[src/rtl/quick_attack_sequencer_if.sv]
// quick_attack_sequencer_if
// Purpose: bundles the request/done handshakes and the drawing-control
//          outputs of the quick-attack sequencer into one interface.
// Signals:
//   start_qa          request from the battle menu FSM (single cycle)
//   done_erase        background-erase drawer finished (level)
//   done_pikachu      sprite drawer finished (level)
//   done_animate      frame tick (one-cycle pulse)
//   done_quick_attack attack-length counter terminal count (may be 1 cycle)
//   enable_animate    frame timer / attack counter enable
//   enable_p_qa       position stepper enable
//   enable_draw_pika  sprite drawer enable
//   enable_erase      erase drawer enable
//   plot              VGA write enable
//   colour_sel        pixel source select: 0 = erase, 1 = Pikachu
//   busy              sequencer not idle
//   qa_finished       one-cycle completion pulse
//   frames_done       frames completed in the current attack
//   qa_error          watchdog fired, sticky until the next start
// Modports: master = battle controller / drawers side, slave = sequencer.
interface quick_attack_sequencer_if;
    logic       start_qa;
    logic       done_erase;
    logic       done_pikachu;
    logic       done_animate;
    logic       done_quick_attack;
    logic       enable_animate;
    logic       enable_p_qa;
    logic       enable_draw_pika;
    logic       enable_erase;
    logic       plot;
    logic       colour_sel;
    logic       busy;
    logic       qa_finished;
    logic [5:0] frames_done;
    logic       qa_error;

    modport master (
        output start_qa, done_erase, done_pikachu, done_animate, done_quick_attack,
        input  enable_animate, enable_p_qa, enable_draw_pika, enable_erase,
               plot, colour_sel, busy, qa_finished, frames_done, qa_error
    );

    modport slave (
        input  start_qa, done_erase, done_pikachu, done_animate, done_quick_attack,
        output enable_animate, enable_p_qa, enable_draw_pika, enable_erase,
               plot, colour_sel, busy, qa_finished, frames_done, qa_error
    );
endinterface

[src/rtl/quick_attack_sequencer.sv]
// quick_attack_sequencer
// Purpose: control FSM for the Pikachu quick-attack animation. Per frame it
//          erases the old sprite, steps the position, redraws Pikachu and
//          waits for the frame tick; the attack ends once the attack-length
//          counter reports done_quick_attack.
// Ports:
//   clock      system clock
//   reset_all  asynchronous active-low reset
//   qa         quick_attack_sequencer_if.slave (handshakes and enables)
// Parameters:
//   MOVE_STEPS      cycles enable_p_qa is held per frame (1..15)
//   WATCHDOG_CYCLES per-state timeout, used only with the watchdog build
// Build option: define QA_WATCHDOG_EN to build the per-state watchdog;
//               otherwise qa_error is tied low.
module quick_attack_sequencer #(
    parameter int unsigned MOVE_STEPS      = 1,
    parameter logic [19:0] WATCHDOG_CYCLES = 20'hFFFFF
) (
    input  logic                    clock,
    input  logic                    reset_all,
    quick_attack_sequencer_if.slave qa
);

    typedef enum logic [2:0] {
        IDLE       = 3'd0,
        ERASE      = 3'd1,
        MOVE       = 3'd2,
        DRAW       = 3'd3,
        WAIT_FRAME = 3'd4,
        FINISH     = 3'd5
    } state_t;

    localparam logic [3:0] STEP_LAST  = 4'(MOVE_STEPS - 1);
    localparam logic [5:0] FRAMES_MAX = 6'd63;

    state_t     state_r;
    state_t     next_state_s;
    logic [3:0] step_cnt_r;
    logic [5:0] frames_done_r;
    logic       seen_done_r;
    logic       wd_timeout_s;
    logic       start_accept_s;
    logic       frame_tick_s;

    logic enable_animate_s, enable_p_qa_s, enable_draw_pika_s, enable_erase_s;
    logic plot_s, colour_sel_s, busy_s, qa_finished_s;
    logic enable_animate_r, enable_p_qa_r, enable_draw_pika_r, enable_erase_r;
    logic plot_r, colour_sel_r, busy_r, qa_finished_r;

    assign start_accept_s = (state_r == IDLE) && qa.start_qa;
    assign frame_tick_s   = (state_r == WAIT_FRAME) && qa.done_animate;

`ifdef QA_WATCHDOG_EN
    localparam logic [19:0] WD_LAST = WATCHDOG_CYCLES - 20'd1;
    logic [19:0] wd_cnt_r;
    logic        qa_error_r;

    // Watchdog counter: restarts on every state change, saturates otherwise
    always_ff @(posedge clock or negedge reset_all) begin
        if (!reset_all) begin
            wd_cnt_r <= 20'd0;
        end else if (next_state_s != state_r) begin
            wd_cnt_r <= 20'd0;
        end else if (wd_cnt_r != 20'hFFFFF) begin
            wd_cnt_r <= wd_cnt_r + 20'd1;
        end else begin
            wd_cnt_r <= wd_cnt_r;
        end
    end

    // Timeout only in states that wait on an external done; the compare
    // against WD_LAST makes the state last exactly WATCHDOG_CYCLES cycles
    always_comb begin
        wd_timeout_s = 1'b0;
        if (((state_r == ERASE) || (state_r == DRAW) || (state_r == WAIT_FRAME))
            && (wd_cnt_r == WD_LAST)) begin
            wd_timeout_s = 1'b1;
        end else begin
            wd_timeout_s = 1'b0;
        end
    end

    // Sticky error flag, cleared only by an accepted start
    always_ff @(posedge clock or negedge reset_all) begin
        if (!reset_all) begin
            qa_error_r <= 1'b0;
        end else if (start_accept_s) begin
            qa_error_r <= 1'b0;
        end else if (wd_timeout_s) begin
            qa_error_r <= 1'b1;
        end else begin
            qa_error_r <= qa_error_r;
        end
    end

    assign qa.qa_error = qa_error_r;
`else
    // Keeps the timeout parameter referenced when no watchdog is built
    logic unused_wd_s;
    assign unused_wd_s  = ^WATCHDOG_CYCLES;
    assign wd_timeout_s = 1'b0;
    assign qa.qa_error  = 1'b0;
`endif

    // Next-state logic
    always_comb begin
        next_state_s = state_r;
        case (state_r)
            IDLE: begin
                if (qa.start_qa) next_state_s = ERASE;
                else             next_state_s = IDLE;
            end
            ERASE: begin
                if (wd_timeout_s)       next_state_s = FINISH;
                else if (qa.done_erase) next_state_s = MOVE;
                else                    next_state_s = ERASE;
            end
            MOVE: begin
                if (step_cnt_r == STEP_LAST) next_state_s = DRAW;
                else                         next_state_s = MOVE;
            end
            DRAW: begin
                // A frame tick arriving together with done_pikachu is dropped
                if (wd_timeout_s)         next_state_s = FINISH;
                else if (qa.done_pikachu) next_state_s = WAIT_FRAME;
                else                      next_state_s = DRAW;
            end
            WAIT_FRAME: begin
                // done_quick_attack may already have come and gone, hence seen_done_r
                if (wd_timeout_s) begin
                    next_state_s = FINISH;
                end else if (qa.done_animate) begin
                    if (seen_done_r || qa.done_quick_attack) next_state_s = FINISH;
                    else                                     next_state_s = ERASE;
                end else begin
                    next_state_s = WAIT_FRAME;
                end
            end
            FINISH:  next_state_s = IDLE;
            default: next_state_s = IDLE;
        endcase
    end

    // Output decode from the next state so the registered enables are
    // valid in the first cycle of each state
    always_comb begin
        enable_animate_s   = 1'b0;
        enable_p_qa_s      = 1'b0;
        enable_draw_pika_s = 1'b0;
        enable_erase_s     = 1'b0;
        plot_s             = 1'b0;
        colour_sel_s       = 1'b0;
        qa_finished_s      = 1'b0;
        busy_s             = (next_state_s != IDLE);
        case (next_state_s)
            ERASE: begin
                enable_animate_s = 1'b1;
                enable_erase_s   = 1'b1;
                plot_s           = 1'b1;
            end
            MOVE: begin
                enable_animate_s = 1'b1;
                enable_p_qa_s    = 1'b1;
            end
            DRAW: begin
                enable_animate_s   = 1'b1;
                enable_draw_pika_s = 1'b1;
                plot_s             = 1'b1;
                colour_sel_s       = 1'b1;
            end
            WAIT_FRAME: enable_animate_s = 1'b1;
            FINISH:     qa_finished_s    = 1'b1;
            IDLE:       busy_s           = 1'b0;
            default:    busy_s           = 1'b0;
        endcase
    end

    // State, step counter, frame counter, done latch and output registers
    always_ff @(posedge clock or negedge reset_all) begin
        if (!reset_all) begin
            state_r            <= IDLE;
            step_cnt_r         <= 4'd0;
            frames_done_r      <= 6'd0;
            seen_done_r        <= 1'b0;
            enable_animate_r   <= 1'b0;
            enable_p_qa_r      <= 1'b0;
            enable_draw_pika_r <= 1'b0;
            enable_erase_r     <= 1'b0;
            plot_r             <= 1'b0;
            colour_sel_r       <= 1'b0;
            busy_r             <= 1'b0;
            qa_finished_r      <= 1'b0;
        end else begin
            state_r <= next_state_s;

            if ((state_r == MOVE) && (next_state_s == MOVE)) step_cnt_r <= step_cnt_r + 4'd1;
            else                                             step_cnt_r <= 4'd0;

            if (start_accept_s)                                     frames_done_r <= 6'd0;
            else if (frame_tick_s && (frames_done_r != FRAMES_MAX)) frames_done_r <= frames_done_r + 6'd1;
            else                                                    frames_done_r <= frames_done_r;

            if (start_accept_s)                                        seen_done_r <= 1'b0;
            else if ((state_r != IDLE) && qa.done_quick_attack)        seen_done_r <= 1'b1;
            else                                                       seen_done_r <= seen_done_r;

            enable_animate_r   <= enable_animate_s;
            enable_p_qa_r      <= enable_p_qa_s;
            enable_draw_pika_r <= enable_draw_pika_s;
            enable_erase_r     <= enable_erase_s;
            plot_r             <= plot_s;
            colour_sel_r       <= colour_sel_s;
            busy_r             <= busy_s;
            qa_finished_r      <= qa_finished_s;
        end
    end

    assign qa.enable_animate   = enable_animate_r;
    assign qa.enable_p_qa      = enable_p_qa_r;
    assign qa.enable_draw_pika = enable_draw_pika_r;
    assign qa.enable_erase     = enable_erase_r;
    assign qa.plot             = plot_r;
    assign qa.colour_sel       = colour_sel_r;
    assign qa.busy             = busy_r;
    assign qa.qa_finished      = qa_finished_r;
    assign qa.frames_done      = frames_done_r;

endmodule
[src/flat_wrapper.sv]
// flat-port wrapper written by rule: the top's interface ports become plain ports
module quick_attack_sequencer_flat 
#(
    parameter int unsigned MOVE_STEPS      = 1,
    parameter logic [19:0] WATCHDOG_CYCLES = 20'hFFFFF
)
  (clock, reset_all, qa_start_qa, qa_done_erase, qa_done_pikachu, qa_done_animate, qa_done_quick_attack, qa_enable_animate, qa_enable_p_qa, qa_enable_draw_pika, qa_enable_erase, qa_plot, qa_colour_sel, qa_busy, qa_qa_finished, qa_frames_done, qa_qa_error);
  quick_attack_sequencer_if qa_i ();
  input  logic clock;
  input  logic reset_all;
  input wire logic [$bits(qa_i.start_qa)-1:0] qa_start_qa;
  input wire logic [$bits(qa_i.done_erase)-1:0] qa_done_erase;
  input wire logic [$bits(qa_i.done_pikachu)-1:0] qa_done_pikachu;
  input wire logic [$bits(qa_i.done_animate)-1:0] qa_done_animate;
  input wire logic [$bits(qa_i.done_quick_attack)-1:0] qa_done_quick_attack;
  output wire logic [$bits(qa_i.enable_animate)-1:0] qa_enable_animate;
  output wire logic [$bits(qa_i.enable_p_qa)-1:0] qa_enable_p_qa;
  output wire logic [$bits(qa_i.enable_draw_pika)-1:0] qa_enable_draw_pika;
  output wire logic [$bits(qa_i.enable_erase)-1:0] qa_enable_erase;
  output wire logic [$bits(qa_i.plot)-1:0] qa_plot;
  output wire logic [$bits(qa_i.colour_sel)-1:0] qa_colour_sel;
  output wire logic [$bits(qa_i.busy)-1:0] qa_busy;
  output wire logic [$bits(qa_i.qa_finished)-1:0] qa_qa_finished;
  output wire logic [$bits(qa_i.frames_done)-1:0] qa_frames_done;
  output wire logic [$bits(qa_i.qa_error)-1:0] qa_qa_error;
  assign qa_i.start_qa = qa_start_qa;
  assign qa_i.done_erase = qa_done_erase;
  assign qa_i.done_pikachu = qa_done_pikachu;
  assign qa_i.done_animate = qa_done_animate;
  assign qa_i.done_quick_attack = qa_done_quick_attack;
  assign qa_enable_animate = qa_i.enable_animate;
  assign qa_enable_p_qa = qa_i.enable_p_qa;
  assign qa_enable_draw_pika = qa_i.enable_draw_pika;
  assign qa_enable_erase = qa_i.enable_erase;
  assign qa_plot = qa_i.plot;
  assign qa_colour_sel = qa_i.colour_sel;
  assign qa_busy = qa_i.busy;
  assign qa_qa_finished = qa_i.qa_finished;
  assign qa_frames_done = qa_i.frames_done;
  assign qa_qa_error = qa_i.qa_error;
  quick_attack_sequencer #(.MOVE_STEPS(MOVE_STEPS), .WATCHDOG_CYCLES(WATCHDOG_CYCLES)) u_core (.clock(clock), .reset_all(reset_all), .qa(qa_i));
endmodule
[config.mk]
export PLATFORM = sky130hd
export DESIGN_NAME = quick_attack_sequencer_flat
export DESIGN_NICKNAME = d
export VERILOG_FILES = /design/src/rtl/quick_attack_sequencer_if.sv /design/src/rtl/quick_attack_sequencer.sv /design/src/flat_wrapper.sv
export SDC_FILE = /design/constraint.sdc
export NUM_CORES = 1
export LEC_CHECK = 0
export ABC_AREA = 1
export BUFFER_PORTS_ARGS = -buffer_cell sky130_fd_sc_hd__buf_2
export CORE_MARGIN = 2
export CORE_UTILIZATION = 47
export DETAILED_ROUTE_END_ITERATION = 12
export GPL_TIMING_DRIVEN = 0
export PLACE_DENSITY = 0.74
export SYNTH_ARGS = -nofsm -noshare
export SYNTH_HDL_FRONTEND = slang
export SYNTH_SLANG_ARGS = --single-unit
[constraint.sdc]
create_clock -name clock -period 1.4 [get_ports clock]
set_clock_uncertainty 0.15 [all_clocks]
set_input_delay 0.28 -clock clock [delete_from_list [all_inputs] [get_ports clock]]
set_output_delay 0.28 -clock clock [all_outputs]
set_load 0.02 [all_outputs]
# After elaboration in Yosys (flattened, before gate mapping)
# Cells that the tools add are included.
# word_totals
register_bits,21
in_bits,7
# classes
n_addsub,2
n_eq_ne,10
mux,19
reduce_logical,15
# op_table
cell,count
case mux 3 bit (5 select lines),1
"== test 3 x 2 -> 1 bit, second input constant",4
two-way mux 6 bit,2
two-way mux 1 bit,11
"== test 3 bit, second input constant",3
two-way mux 3 bit,3
"adder 6 x 1 -> 6 bit, second input constant",1
"== test 3 x 1 -> 1 bit, second input constant",2
"!= test 6 bit, second input constant",1
nonzero test 3 bit,2
logical AND 1 bit,5
OR reduction 5 bit,1
"adder 4 x 1 -> 4 bit, second input constant",1
zero test 4 bit,1
two-way mux 4 bit,1
nonzero test 2 bit,2
OR reduction 4 bit,1
zero test 3 bit,1
two-way mux 2 bit,1
OR reduction 2 bit,1
logical OR 1 bit,1

# Longest topological paths before layout
# depth
depth_word,7
ltp_mapped,9
ltp_nobuf,9

# Worst setup path before layout
# No wires, ideal clock.
# synth_path
path_type,reg-to-reg
start,register u_core.frames_done_r[0] (netlist: u_core.qa.frames_done[0])
end,register u_core.frames_done_r[3] (netlist: u_core.qa.frames_done[3])
arrival_ps,1307
t_required_ps,1185
setup_slack_ps,-123
path_stages_with_launch,10
n_path_buf,0
period_less_slack_ps,1523
path_cell_list,dfrtp_1 ha_1 nand2_1 nor2_2 nand2_1 nand2_1 nand2_1 inv_1 nand2_1 nand2_1
# synth_via
elab_chain_cells,3
word_cells_on_any_way,6
classes_between,add/sub (1); eq/ne (1); mux (2); reduce/logical (2)
# synth_lines
element,line,text
"start, declared",quick_attack_sequencer.sv:39,logic [5:0] frames_done_r;
"start signal, assigned",quick_attack_sequencer.sv:200,else if (frame_tick_s && (frames_done_r != FRAMES_MAX)) frames_done_r <= frames_done_r + 6'd1;
"start signal, assigned",quick_attack_sequencer.sv:201,else frames_done_r <= frames_done_r;
adder 6 x 1 -> 6 bit / != test 6 bit (equally long branches),quick_attack_sequencer.sv:200,
two-way mux 6 bit / logical AND 1 bit (equally long branches),quick_attack_sequencer.sv:200,
two-way mux 6 bit / nonzero test 2 bit (equally long branches),-,
# Parallel ways exist; a longest one is shown, timed or not. The select of a mux whose other input is x is not followed.
# A chain may end at the register's enable or synchronous reset.

# Final worst setup path
# layout_path
start,register u_core.state_r[1]
end,register u_core.frames_done_r[4] (netlist: u_core.qa.frames_done[4])
# layout_via
elab_chain_cells,4
word_cells_on_any_way,7
classes_between,eq/ne (1); mux (1); reduce/logical (5)
# layout_lines
element,line,text
"start, declared",quick_attack_sequencer.sv:36,state_t state_r;
"start signal, assigned",quick_attack_sequencer.sv:194,state_r <= next_state_s;
== test 3 bit,quick_attack_sequencer.sv:51,assign frame_tick_s = (state_r == WAIT_FRAME) && qa.done_animate;
logical AND 1 bit,quick_attack_sequencer.sv:51,
logical AND 1 bit,quick_attack_sequencer.sv:200,
nonzero test 2 bit (no source line),-,
# Parallel ways exist; a longest one is shown, timed or not.

==> results.py <==
metrics = {
    "power_and_ir_drop": {
        "power_frac_seq_pct": 36.7,
        "power.leakage_nw": 0.721,
        "clockPowerShare_pct": 11.4,
        "switching_power_mw": 1.13,
        "pwr-share-comb_pct": 51.9,
        "finalPower_mw": 2.52,
        "p_sw_share_pct": 44.9,
        "p_int_mw": 1.39,
        "p_per_area_nw_per_um2": 1800,
        "vdd_drop_max_mv": 1.30,
    },
    "timing": {
        "grt_setup_unrepaired": "yes",
        "max_freq_mhz": 685,
        "min_period_ns": 1.46,
        "fin_ws_ns": -0.0605,
        "finalCritPeriodShare_pct": 104,
        "setup_viol": 13,
        "hold_viol_final": 0,
        "maxSlewViolCount": 0,
    },
    "grt": {
        "grt_max_degree": 22,
        "first_global_vias": 929,
        "antenna_found_initial": 0,
        "grt_pass1_wl_mm": 3.80,
        "overflow": 0,
        "track_usage_pct": 19.5,
    },
    "floorplan": {
        "core_area_um2": 2170,
        "io_pins": 22,
        "dieArea_um2": 2650,
        "fp.dieH_um": 51.5,
        "die_x_um": 51.5,
        "initial_core_util_pct": 48.9,
        "rows": 17,
    },
    "outcome": {
        "outcome": "finished, violations left",
        "violations": "setup timing",
    },
    "worst_setup_path": {
        "cp_slowest_cell": "dfrtp_2",
        "cp.buffers_inverters": 0,
        "start_kind": "flip-flop",
        "crit_type": "reg -> reg",
        "crit_family": "simple AND/OR/NAND/NOR gates",
        "cp_common_cell": "nand2_1",
        "worstPathCellList": "nor2_4, nand3_4, a21oi_4, nand2_1, nand2_1, a21oi_2",
        "arrival_ns": 1.52,
        "slowest_delay_ns": 0.46,
        "crit_fanout": 7,
        "worstSetupEndpointType": "flip-flop",
        "cp.required_ns": 1.45,
    },
    "layout": {
        "final_common_cell": "nand2_1",
        "n_fill_cell": 182,
        "diodes": 0,
        "area_growth_pct": 32.4,
        "most-common-layout-cells": "nand2_1 (23), buf_2 (19), inv_1 (17), dfrtp_1 (13), nor2_1 (11)",
        "drive_gt1_share_pct": 45.6,
        "fin_nets": 169,
    },
    "clock_network": {
        "clk_latency_ns": 0.30,
        "tritoncts": "done",
        "clock-sinks": 21,
        "clk_root_buffer_cell": "clkbuf_4",
        "clkTransAtPathRegs_ns": 0.11,
        "cts_made_buffers": 3,
        "h-tree-depth": 1,
        "clockBufferDepth": 2,
    },
    "route": {
        "vias": 896,
        "finalWirelength_mm": 2.24,
        "drc_errors": 0,
        "dr.first_iter.drc_count": 15,
        "ant_nets": 0,
        "via_per_inst": 4.82,
        "dr.pass1.iters": 4,
        "wire_per_inst_um": 12.0,
    },
    "synth": {
        "synth_top_area_share_pct": 49.5,
        "synthCells": 127,
        "yosys_warnings": 0,
        "syn-num-nets": 137,
        "netlist_area_um2": 1060,
        "post_synth.cell_area_avg_um2": 8.35,
        "yosys.area.top_type": "dfrtp_1",
        "synth.area.top_cells": "dfrtp_1 (50%), nand2_1 (11%), inv_1 (6.0%), nor2_1 (6.0%), ha_1 (3.5%)",
        "synth_seq_cells": 21,
        "synth.distinct_cells": 23,
        "ys_seq_area_share_pct": 49.5,
    },
    "placed_design": {
        "port-buffer-count": 20,
        "routabilityCongestion": 0.707,
        "pre_cts_ws_ns": -0.0620,
        "hpwl_mm": 1.56,
    },
    "flow_run": {
        "maxCapViolCount": 0,
    },
    "hold_path": {
        "holdCritPathClass": "in -> reg",
    },
}
-- state kept, by name (all words and copies together) (netlist names) --
signal	flops
u_core.qa.busy	1
u_core.qa.colour_sel	1
u_core.qa.enable_animate	1
u_core.qa.enable_erase	1
u_core.qa.enable_p_qa	1
u_core.qa.frames_done	6
u_core.qa.plot	1
u_core.qa.qa_finished	1
u_core.seen_done_r	1
u_core.state_r	3
u_core.step_cnt_r	4
-- path summary, 6_finish.rpt --
check                                   start                        to  slack (ns)  cells past startpoint
min in group asynchronous           reset_all  u_core.qa.frames_done[3]        0.31                      2
min                               qa_start_qa        u_core.seen_done_r        0.06                      2
max                         u_core.state_r[1]  u_core.qa.frames_done[4]       -0.06                      6
min reg2reg                u_core.seen_done_r        u_core.seen_done_r        0.38                      2
max reg2reg                 u_core.state_r[1]  u_core.qa.frames_done[4]       -0.06                      6
max in group asynchronous           reset_all         u_core.state_r[0]        0.45                      2
-- logic make-up (layout without fill, tap and decap cells) --
logic type	Yosys count	count (layout)	synth area share, %
simple gates	68	68	30.3
buf+inv	22	53	8.49
flops	21	21	49.5
compound gates	10	10	6.13
fa+ha+maj	3	3	3.54
xor+xnor	2	2	1.65
other cells	1	1	0.353
-- layer usage --
layer / share of wire (%) / track usage, % / up-vias
met4: 1.2 / 6.58 / 0
met3: 3.4 / 3.74 / 4
met1: 42 / 20.8 / 421
li1: - / - / 454
met2: 53 / 37.6 / 17
met5: 0 / 0 / -
-- synth_stat cells --
cell and n:
a21oi_1 2, a21oi_4 1, buf_4 2, conb_1 1
dfrtp_1 21, ha_1 3, inv_1 17, inv_2 3
nand2_1 30, nand3_1 7, nand3_2 3, nand3b_1 2
nand4_1 2, nor2_1 17, nor2_2 2, nor2_4 2
nor3_1 1, o21ai_0 4, o21ai_1 2, o21ai_2 1
or2_2 2, xnor2_1 1, xor2_1 1
-- cell type report --
class / instances / area (um^2) / share of cell area [%]
plain buffers: 1 / 7.51 / 0.534
clock buffers: 4 / 26.3 / 1.87
inverters: 20 / 75.1 / 5.34
multi-input cells: 84 / 549 / 39.1
flip-flops and latches: 21 / 536 / 38.1
well taps: 28 / 35.0 / 2.49
repair buffers: 28 / 176 / 12.6
-- per-stage QoR --
step,utilization [%],hold WS (ns),setup TNS [ns],area (um^2),cells
after floorplan,-,-0.166,0,1080,127
after global placement,56.2,0.111,-0.0917,1220,175
after detailed placement,56.2,0.111,-0.468,1220,175
after CTS,62.4,0.0499,-0.292,1350,186
after global routing,64.8,0.0487,-1.91,1410,186
final,64.8,0.0579,-0.403,1410,186
-- power groups by stage --
stage	Combinational [mW]	Clock (mW)	Sequential [mW]
after global routing	1.45	0.325	0.943
final	1.31	0.288	0.925
after floorplan	0.619	0	1.04
after global placement	0.973	0	0.923
after CTS	1.23	0.301	0.911
after detailed placement	1.02	0	0.927
-- worst register-to-register path, stage by stage, from the launching register on --
cell     delay, ns
dfrtp_2       0.46
nor2_4        0.21
nand3_4       0.12
a21oi_4       0.23
nand2_1       0.08
nand2_1       0.08
a21oi_2       0.03
-- what timing repair did --
| action | in CTS | in global routing |
|---|---|---|
| setup buffers | 6 | 1 |
| endpoints found under the setup margin | 17 | 22 |
| hold buffers | 1 | 0 |
| resized for setup | 15 | 19 |
| pin swaps | 6 | 10 |
| hold endpoints to repair | 21 | 0 |
Note: power is estimated with default switching activity, not from simulation.
